File: src/rtl/score_scan_driver.sv
// Binary score to 4-digit BCD (sequential double-dabble) with time-multiplexed digit scan.
// Optional: define SCORE_OVERFLOW_DOT_EN to light every dot while a clamped (9999) score is shown.
module score_scan_driver #(
   parameter int unsigned REFRESH_DIV = 100000,
   parameter int unsigned SCORE_W     = 14
) (
   input  logic               CLK,
   input  logic               RESET,
   input  logic [SCORE_W-1:0] SCORE_IN,
   input  logic               SCORE_VALID_IN,
   output logic               BUSY_OUT,
   output logic [3:0]         SEG_SELECT_OUT,
   output logic [3:0]         BIN_OUT,
   output logic               DOT_OUT
);

   localparam int unsigned     DivW    = (REFRESH_DIV > 1) ? $clog2(REFRESH_DIV) : 1;
   localparam int unsigned     CntW    = $clog2(SCORE_W + 1);
   localparam logic [DivW-1:0] DivLast = DivW'(REFRESH_DIV - 1);
   localparam logic [CntW-1:0] CntLast = CntW'(SCORE_W - 1);

   typedef enum logic [1:0] {StIdle, StShift, StCommit} state_e;

   state_e             state_q, state_d;
   logic [CntW-1:0]    cnt_q, cnt_d;
   logic [SCORE_W-1:0] bin_q, bin_d;
   logic [SCORE_W-1:0] pend_val_q, pend_val_d;
   logic [SCORE_W-1:0] in_val;
   logic [15:0]        bcd_q, bcd_d, bcd_adj;
   logic [15:0]        digits_q, digits_d;
   logic               pend_q, pend_d;
   logic               in_sat;
   logic [DivW-1:0]    div_q, div_d;
   logic [1:0]         idx_q, idx_d;
`ifdef SCORE_OVERFLOW_DOT_EN
   logic               conv_sat_q, conv_sat_d;
   logic               pend_sat_q, pend_sat_d;
   logic               dot_q, dot_d;
`endif

   assign in_sat = 32'(SCORE_IN) > 32'd9999;
   assign in_val = in_sat ? SCORE_W'(9999) : SCORE_IN;

   always_comb begin
      for (int i = 0; i < 4; i++) begin
         bcd_adj[4*i +: 4] = (bcd_q[4*i +: 4] >= 4'd5) ? bcd_q[4*i +: 4] + 4'd3
                                                         : bcd_q[4*i +: 4];
      end
   end

   always_comb begin
      state_d    = state_q;
      cnt_d      = cnt_q;
      bin_d      = bin_q;
      bcd_d      = bcd_q;
      digits_d   = digits_q;
      pend_d     = pend_q;
      pend_val_d = pend_val_q;
`ifdef SCORE_OVERFLOW_DOT_EN
      conv_sat_d = conv_sat_q;
      pend_sat_d = pend_sat_q;
      dot_d      = dot_q;
`endif
      unique case (state_q)
         StIdle: begin
            // A fresh strobe takes priority over a parked pending value.
            if (SCORE_VALID_IN || pend_q) begin
               state_d = StShift;
               cnt_d   = '0;
               bcd_d   = '0;
               pend_d  = 1'b0;
               bin_d   = SCORE_VALID_IN ? in_val : pend_val_q;
`ifdef SCORE_OVERFLOW_DOT_EN
               conv_sat_d = SCORE_VALID_IN ? in_sat : pend_sat_q;
`endif
            end
         end
         StShift: begin
            {bcd_d, bin_d} = {bcd_adj[14:0], bin_q, 1'b0};
            cnt_d          = cnt_q + CntW'(1);
            if (cnt_q == CntLast) state_d = StCommit;
         end
         StCommit: begin
            digits_d = bcd_q;
`ifdef SCORE_OVERFLOW_DOT_EN
            dot_d    = conv_sat_q;
`endif
            state_d  = StIdle;
         end
         default: state_d = StIdle;
      endcase
      if (SCORE_VALID_IN && (state_q != StIdle)) begin
         pend_d     = 1'b1;
         pend_val_d = in_val;
`ifdef SCORE_OVERFLOW_DOT_EN
         pend_sat_d = in_sat;
`endif
      end
   end

   // Scan prescaler runs freely, independent of any conversion.
   always_comb begin
      if (div_q == DivLast) begin
         div_d = '0;
         idx_d = idx_q + 2'd1;
      end else begin
         div_d = div_q + DivW'(1);
         idx_d = idx_q;
      end
   end

   always_ff @(posedge CLK) begin
      if (RESET) begin
         state_q    <= StIdle;
         cnt_q      <= '0;
         bin_q      <= '0;
         bcd_q      <= '0;
         digits_q   <= '0;
         pend_q     <= 1'b0;
         pend_val_q <= '0;
         div_q      <= '0;
         idx_q      <= '0;
`ifdef SCORE_OVERFLOW_DOT_EN
         conv_sat_q <= 1'b0;
         pend_sat_q <= 1'b0;
         dot_q      <= 1'b0;
`endif
      end else begin
         state_q    <= state_d;
         cnt_q      <= cnt_d;
         bin_q      <= bin_d;
         bcd_q      <= bcd_d;
         digits_q   <= digits_d;
         pend_q     <= pend_d;
         pend_val_q <= pend_val_d;
         div_q      <= div_d;
         idx_q      <= idx_d;
`ifdef SCORE_OVERFLOW_DOT_EN
         conv_sat_q <= conv_sat_d;
         pend_sat_q <= pend_sat_d;
         dot_q      <= dot_d;
`endif
      end
   end

   always_comb begin
      unique case (idx_q)
         2'd0:    BIN_OUT = digits_q[3:0];
         2'd1:    BIN_OUT = digits_q[7:4];
         2'd2:    BIN_OUT = digits_q[11:8];
         default: BIN_OUT = digits_q[15:12];
      endcase
   end

   assign SEG_SELECT_OUT = {2'b00, idx_q};
   assign BUSY_OUT       = (state_q != StIdle);
`ifdef SCORE_OVERFLOW_DOT_EN
   assign DOT_OUT        = dot_q;
`else
   assign DOT_OUT        = 1'b0;
`endif

endmodule

File: config.mk
export PLATFORM = sky130hd
export DESIGN_NAME = score_scan_driver
export DESIGN_NICKNAME = d
export VERILOG_FILES = /design/src/rtl/score_scan_driver.sv
export SDC_FILE = /design/constraint.sdc
export NUM_CORES = 1
export LEC_CHECK = 0
export ABC_CLOCK_PERIOD_IN_PS = 2500
export CORE_ASPECT_RATIO = 0.6
export CORE_MARGIN = 1.5
export CORE_UTILIZATION = 45
export CTS_BUF_LIST = sky130_fd_sc_hd__clkbuf_16
export DETAILED_ROUTE_END_ITERATION = 12
export PLACE_DENSITY_LB_ADDON = 0.3
export SLEW_MARGIN = 30
export SYNTH_ARGS = -nofsm -noshare
export SYNTH_HDL_FRONTEND = slang
export SYNTH_SLANG_ARGS = --single-unit
File: constraint.sdc
create_clock -name CLK -period 2.5 [get_ports CLK]
set_input_delay 0.5 -clock CLK [delete_from_list [all_inputs] [get_ports CLK]]
set_output_delay 0.5 -clock CLK [all_outputs]
set_load 0.005 [all_outputs]
# Word-level counts from Yosys, hierarchy flattened

Index checks and enable logic that the tools add are counted.

Mux-type cells: 19
Magnitude comparators: 5
Equality and inequality tests: 8
$add $sub $neg: 7
Reduce and logical (&&, ||, !) cells: 12

Operators by type and width:

| kind                                                                                | count |
|---|---|
| 14-bit 2-to-1 mux                                                                   | 3 |
| 16-bit case mux with 2 select lines                                                 | 1 |
| 14-bit case mux with 2 select lines                                                 | 1 |
| 17-bit by 1-bit adder with 17-bit output, second input constant                     | 1 |
| 17-bit equality test, second input constant                                         | 1 |
| 4-bit by 3-bit greater-or-equal comparator with 1-bit output, second input constant | 4 |
| 16-bit 2-to-1 mux                                                                   | 1 |
| 4-bit 2-to-1 mux                                                                    | 4 |
| 14-bit > comparator, second input constant                                          | 1 |
| 4-bit by 2-bit adder with 4-bit output, second input constant                       | 3 |
| 4-bit case mux with 3 select lines                                                  | 1 |
| 4-bit case mux with 2 select lines                                                  | 1 |
| 2-bit nonzero test                                                                  | 4 |
| 2-bit AND reduction                                                                 | 3 |
| 4-bit by 1-bit adder with 4-bit output, second input constant                       | 1 |
| 2-bit by 1-bit equality test with 1-bit output, second input constant               | 2 |
| 2-bit equality test, second input constant                                          | 2 |
| 4-bit equality test, second input constant                                          | 1 |
| 2-bit logical NOT                                                                   | 2 |
| 2-bit 2-to-1 mux                                                                    | 2 |
| 2-bit inequality test, second input constant                                        | 2 |
| 2-bit case mux with 2 select lines                                                  | 1 |
| 3-bit by 2-bit adder with 3-bit output, second input constant                       | 1 |
| 1-bit 2-to-1 mux                                                                    | 3 |
| other kinds (5)                                                                     | 5 |

Output and inout bits: 10
Flip-flop bits (word level): 86

# Longest topological paths before layout

Gate-level depths: netlist of run 1.

Word-level depth: 5
Mapped depth: 7
Depth with buffers taken out: 6

# Least setup slack after synthesis of run 1

OpenSTA, ideal clock, no wires.

Path type: register to output
Start point: reg idx_q[0]
End point: out BIN_OUT[0]
Setup slack: 0.864 ns
Data arrival time: 1.136 ns
Cell stages (with the launch flop): 5
Path through: dfxtp_1 inv_1 ha_1 a222oi_1 mux2i_1

Longest elaborated chain between the ends: 2
Elaborated cells on any way between the ends: 4

RTL lines:

| what                                        | line | text |
|---|---|---|
| start, declared                             | 34   | `logic [1:0] idx_q, idx_d;` |
| start signal, assigned                      | 137  | `idx_q <= idx_d;` |
| 2-bit equality test (tied with other cells) | 147  | `unique case (idx_q)` |
| 4-bit case mux with 3 select lines (*)      | 147  |  |
| end, declared                               | 13   | `output logic [3:0] BIN_OUT,` |

Mark *: on every way between the ends. The rest lies on a longest branch, timed or not.

# Final worst setup path of run 1

Start point: reg idx_q[1]
End point: out BIN_OUT[1]

The elaborated chain is that of the path after synthesis.

==> reports/qor.txt, run 1 <==
status - complete, no violations
setup TNS - 0 ps
Clock Sinks - 86
wire length on met1 - 4754 um
Max Freq - 430.4 MHz
Routed WL - 9023 um
Synth area leader - dfxtp_1
startpoint types - flop
peak supply drop - 333.4 uV
number of max-cap violations - 0
Crit Reg-Reg Startpoint - state_q[0]
IO Port Bufs - 23
total CTS buffers - 9
crit-path max FO - 5
Avg Cell Area, Syn - 8.612 um2
grt ovf - 0
Final Cycle Share - 92.94%
worst clock skew - 5.611 ps
Min-Delay Path Class - flop to flop
max-slew violation count - 0
pin count of the biggest net entering global routing - 26
synth warn - 0
CTS tree - built
Slew HR - 56.55%
fin cells - 603
share of the synthesized area in the top cell type - 42.44%
worst endpoint required time - 2000 ps
share of layout cells above drive strength 1 - 7.739%
unrepaired setup endpoints after global routing - false
initial antenna violation count - 0
Worst-path clk slew - 60 ps
1st-iter DRT viols - 261
average wire per standard cell - 14.96 um
H-tree depth - 3
CORE AREA - 8621 um2
Clock Path Buffers - 2
final setup fails - 0
Reg area - 1729 um2
cell area after synthesis - 4056 um2
Filler Cells Inserted - 782
first-pass GRT wire length - 15430 um
Yosys reg bits - 86
footprint of the multi-input gates - 2103 um2
io pins - 27
Async S/R FF share, synth - 0%
num rows - 26
Clock Tree Root - clkbuf_16
WS Path Type - flop to output pin
Setup crit start - idx_q[1]
top post-synthesis cells by area - dfxtp_1 (42%), a21oi_1 (5.7%), nor2_1 (4.9%)
CTS Hold Buffers Added - 0
HPWL after detailed placement - 6365 um
met3 wire len - 556 um
Mapped Cells - 471
cell total after placement - 587
min-delay src - digits_q[15]
GRT Total Usage - 20.12%
critical path's slowest cell - a222oi_1
Detailed Routing Iterations Pass 1 - 5
commonest register cell after synthesis - dfxtp_1
Leak Pwr - 1.683 nW
P&R area growth vs syn - 14.81%
endpoint type of the worst setup path - output pin
via count - 3398
worst path arrival time - 1820 ps
Die Y - 76.55 um
Avg Vias per Cell - 5.635
Total Nets Final - 518
minimum clock period - 2323 ps
Seq/Total Area, Yosys - 42.44%
vias in the first global route - 3095
Final Hold Viols - 0
Max Used Layer - met4
power per cell area - 649.4 nW/um2
Yosys cell types - 49
worst-margin pin slew - 647.5 ps
CP Cell Sequence - inv_1, ha_1, a222oi_1, mux2i_1, dlygate4sd2_1
die area - 9612 um2
ant diodes - 0
Die W - 125.6 um
Placer Congestion - 0.8084
EDFF count, synth - 0
slowest cell delay on critical path - 400 ps
DR WL met2 - 3596 um
Final ANT Viol Nets - 0
DRC errors left - 0
Initial Utilization - 47.05%
insertion delay to the later sink of the worst-skew pair - 340 ps
[state kept, by name (all words and copies together) (netlist names)]
signal	flops
pend_val_q	14
bin_q	14
bcd_q	16
div_q	17
digits_q	16
state_q	2
idx_q	2
pend_q	1
cnt_q	4
[cell type report]
type                            count  area share, %
Clock inverter                      7          1.746
Timing Repair Buffer               33          6.582
Inverter                           19          1.531
Sequential cell                    86          37.13
Multi-Input combinational cell    337          45.16
Clock buffer                        9          4.836
Tap cell                          112          3.009
[cell families after synthesis]
family	count (synthesis)	share of synthesized area [%]
muxes	12	3.054
xor gates and xnor gates	25	5.398
AOI/OAI and AO/OA	98	15.85
and+or+nand+nor	184	22.52
adders and majority gates	15	4.627
other	1	0.09245
DFF	86	42.44
buffers and inverters	50	6.014
[power by group]
part           leakage (nW)  internal [mW]  switching, mW
clock                 0.159          0.860          0.520
sequential            0.699           1.40         0.0287
combinational         0.825         0.0866          0.125
[routing by layer]
| layer | global-route usage [%] | up-vias |
|---|---|---|
| li1 | - | 1672 |
| met1 | 30.27 | 1616 |
| met2 | 26.74 | 98 |
| met3 | 6.601 | 12 |
| met4 | 6.023 | 0 |
| met5 | 0 | - |
[placed cells by master, fill, tap and decap left out, types with 4 or more instances in the layout]
master / count
o21ai_0: 8
a211oi_1: 4
a2bb2oi_1: 4
xor2_1: 7
nand4_1: 10
nand2b_1: 7
mux2i_1: 9
nor4_1: 5
nor3_1: 16
xnor2_1: 18
inv_1: 21
buf_4: 10
dfxtp_1: 84
nand3_1: 14
a22o_1: 8
ha_1: 14
a21oi_1: 46
o32ai_1: 6
nand2_1: 49
a222oi_1: 7
clkbuf_16: 9
nor2_1: 53
or3_1: 4
nor4bb_1: 5
clkdlybuf4s50_1: 18
a22oi_1: 7
[synth_stat cells (all sizes together) (2+ instances only)]
master	instances
a211oi	4
a21oi	46
a222oi	7
a22o	8
a22oi	7
a2bb2oi	4
and2	3
and4	3
buf	20
clkbuf	11
dfxtp	86
ha	15
inv	19
mux2	3
mux2i	9
nand2	49
nand2b	7
nand3	14
nand4	10
nor2	55
nor2b	4
nor3	18
nor4	6
nor4bb	5
o211ai	2
o21a	3
o21ai	9
o32ai	6
or2	3
or3	4
xnor2	18
xor2	7
[worst max-delay path: cells and delay by family (launching register included)]
kind,cells,cell delay [ps]
AO/OA/AOI/OAI,1,400
adder cells (fa/ha/maj),1,230
buffers and inverters,2,350
flip-flops,1,370
multiplexers,1,140
[final timing paths]
kind                       end  slack (ps)  cells past startpoint
setup / recovery    BIN_OUT[1]         180                      5
hold / removal    digits_q[15]         460                      2
setup reg to reg      bcd_q[3]         500                      6
hold reg to reg   digits_q[15]         460                      2
[metrics by stage]
| stage | instance area [um2] | hold WS (ps) | setup slack, ps | power, mW | util, % |
|---|---|---|---|---|---|
| after floorplan | 4064 | 430.4 | 863.9 | 1.601 | - |
| after global placement | 4332 | 444.5 | 243.0 | 1.667 | 50.25 |
| after detailed placement | 4332 | 450.5 | 180.7 | 1.672 | 50.25 |
| after CTS | 4642 | 458.7 | 0.5842 | 3.055 | 53.85 |
| after global routing | 4657 | 479.1 | 76.01 | 3.148 | 54.02 |
| final | 4657 | 459.4 | 176.6 | 3.024 | 54.02 |
[what timing repair did]
item                       4_1_cts  5_1_grt
resized for setup                4        5
setup buffers                    0        0
pin swaps                        3        3
setup endpoints to repair        4        3
No activity file was read; power rests on OpenSTA's default activity.
==> run 2: changes to the inputs <==
--- a/config.mk
+++ b/config.mk
@@ -7,7 +7,7 @@
 export LEC_CHECK = 0
 export ABC_CLOCK_PERIOD_IN_PS = 2500
 export CORE_ASPECT_RATIO = 0.6
-export CORE_MARGIN = 1.5
+export CORE_MARGIN = 4
 export CORE_UTILIZATION = 45
 export CTS_BUF_LIST = sky130_fd_sc_hd__clkbuf_16
 export DETAILED_ROUTE_END_ITERATION = 12
==> run 2 against run 1 <==
Hold slack worse by 4.3 ps. Register-to-register slack better by 180 ps. Routed wire length up 2.9%. Clock power down 14%. Die area up 11%. Design area down 0.67%. Global-route usage down 1.4 points. Critical path depth unchanged. Critical path type unchanged. Highest routed layer unchanged.
==> reports/qor.txt, run 2 (synthesis results as in run 1) <==
status - complete, no violations (unchanged)
average wire per standard cell - 15.35 um (was 14.96 um)
Placer Congestion - 0.8177 (was 0.8084)
Die W - 130.6 um (was 125.6 um)
pin count of the biggest net entering global routing - 33 (was 26)
max FFs per register - 17 (unchanged)
max-slew violation count - 0 (unchanged)
endpoint type of the worst setup path - output pin (unchanged)
Place WS - 302.3 ps (was 180.7 ps)
grt ovf - 0 (unchanged)
Slew HR - 55.69% (was 56.55%)
Clock Tree Root - clkbuf_16 (unchanged)
P&R area growth vs syn - 14.03% (was 14.81%)
most flop-heavy register - div_q (unchanged)
WS Path Type - flop to output pin (unchanged)
DRC errors left - 0 (unchanged)
Routed WL - 9286 um (was 9023 um)
Initial Utilization - 46.88% (was 47.05%)
via count - 3372 (was 3398)
commonest non-fill, non-tap cell in the layout - dfxtp_1 (unchanged)
Final ANT Viol Nets - 0 (unchanged)
die area - 10650 um2 (was 9612 um2)
minimum clock period - 2398 ps (was 2323 ps)
power per cell area - 611.0 nW/um2 (was 649.4 nW/um2)
share of layout cells above drive strength 1 - 8.519% (was 7.739%)
GRT Total Usage - 18.73% (was 20.12%)
worst-margin pin slew - 664.6 ps (was 647.5 ps)
peak supply drop - 332.7 uV (was 333.4 uV)
Worst-path clk slew - 60 ps (about the same)
worst path arrival time - 1900 ps (was 1820 ps)
total CTS buffers - 9 (unchanged)
IO Port Bufs - 23 (unchanged)
ant diodes - 0 (unchanged)
first-pass GRT wire length - 15640 um (was 15430 um)
Min-Delay Path Class - flop to flop (unchanged)
Post-CTS Setup Repair Bufs - 0 (unchanged)
initial antenna violation count - 0 (unchanged)
Leak Pwr - 1.645 nW (was 1.683 nW)
startpoint types - flop (unchanged)
Total Nets Final - 521 (was 518)
vias in the first global route - 3196 (was 3095)
Final Cycle Share - 95.91% (was 92.94%)
insertion delay to the later sink of the worst-skew pair - 340 ps (about the same)
unrepaired setup endpoints after global routing - false (unchanged)
1st-iter DRT viols - 294 (was 261)
final setup fails - 0 (unchanged)
number of max-cap violations - 0 (unchanged)
Die Y - 81.55 um (was 76.55 um)
HPWL after detailed placement - 6502 um (was 6365 um)
CORE AREA - 8653 um2 (was 8621 um2)
io pins - 27 (unchanged)
crit-path max FO - 5 (unchanged)
Setup WS post-layout - 102.3 ps (was 176.6 ps)
Clock Path Buffers - 2 (unchanged)
setup TNS - 0 ps (unchanged)
Final Hold Viols - 0 (unchanged)
H-tree depth - 3 (unchanged)
Detailed Routing Iterations Pass 1 - 4 (was 5)
Max Freq - 417.1 MHz (was 430.4 MHz)
Avg Vias per Cell - 5.574 (was 5.635)
worst endpoint required time - 2000 ps (about the same)
num rows - 26 (unchanged)
worst clock skew - 3.111 ps (was 5.611 ps)
Clock Sinks - 86 (unchanged)
leading cell types in the layout, fill and taps excluded - dfxtp_1 (84), nor2_1 (53), nand2_1 (49) (unchanged)
Final Util - 53.46% (was 54.02%)
CTS tree - built (unchanged)
biggest regs - div_q: 17 flops, bcd_q: 16 flops, digits_q: 16 flops (unchanged)
-- run 2: cell types whose count changed in the layout (fill, tap and decap cells not counted), moves of 2 or more --
| cell | previous run | this run |
|---|---|---|
| buf_4 | 10 | 13 |
| bufinv_16 | 2 | 0 |
| clkdlybuf4s50_1 | 18 | 20 |
| clkinv_2 | 2 | 4 |
-- run 2: layout make-up --
type,instances,area [um2]
inverters,19,71.32
clock inverters,6,31.28
clock buffers,9,225.2
fillers,808,4028
flip-flops and latches,86,1727
multi-input cells,337,2103
repair buffers,36,327.8
well taps,112,140.1
-- run 2: path summary, 6_finish.rpt --
kind / cells past startpoint / start / end / slack [ps]
setup reg to reg: 5 / div_q[0] / div_q[16] / 680
hold / removal: 2 / pend_val_q[13] / pend_val_q[13] / 460
setup / recovery: 5 / idx_q[0] / BIN_OUT[0] / 100
hold reg to reg: 2 / pend_val_q[13] / pend_val_q[13] / 460
-- run 2: critical path, stage by stage, from the launching register on --
cell             delay (ps)
dfxtp_4                 370
inv_1                    60
ha_2                    210
a222oi_1                320
mux2i_1                 130
clkdlybuf4s50_1         470
-- run 2: power breakdown --
| group | internal (mW) | total [mW] | switching, mW |
|---|---|---|---|
| Combinational | 0.0894 | 0.219 | 0.129 |
| Clock | 0.656 | 1.18 | 0.522 |
| Sequential | 1.40 | 1.43 | 0.0257 |
| Total | 2.15 | 2.83 | 0.677 |
-- run 2: timing repair --
action | 4_1_cts | 5_1_grt
gates resized for setup | 2 | 5
setup endpoints to repair | 4 | 4
gates cloned | 0 | 0
pin swaps | 2 | 2
hold buffers | 0 | 0
hold endpoints to repair | 0 | 0
-- run 2: routing by layer --
layer / share of wire, % / global-route usage, % / up-vias
li1: - / - / 1691
met1: 51 / 26.08 / 1607
met2: 42 / 27.77 / 68
met3: 6.4 / 6.628 / 6
met4: 0.69 / 4.517 / 0
met5: 0 / 0 / -
-- run 2: through the flow --
stage	hold WS [ps]	total power, mW	cell area, um2	std cells
6_report	455.1	2.826	4626	605
5_1_grt	482.1	2.953	4626	605
4_1_cts	457.9	2.867	4613	605
3_5_place_dp	449.4	1.678	4354	590
3_3_place_gp	440.4	1.673	4354	590
2_1_floorplan	430.4	1.601	4064	473
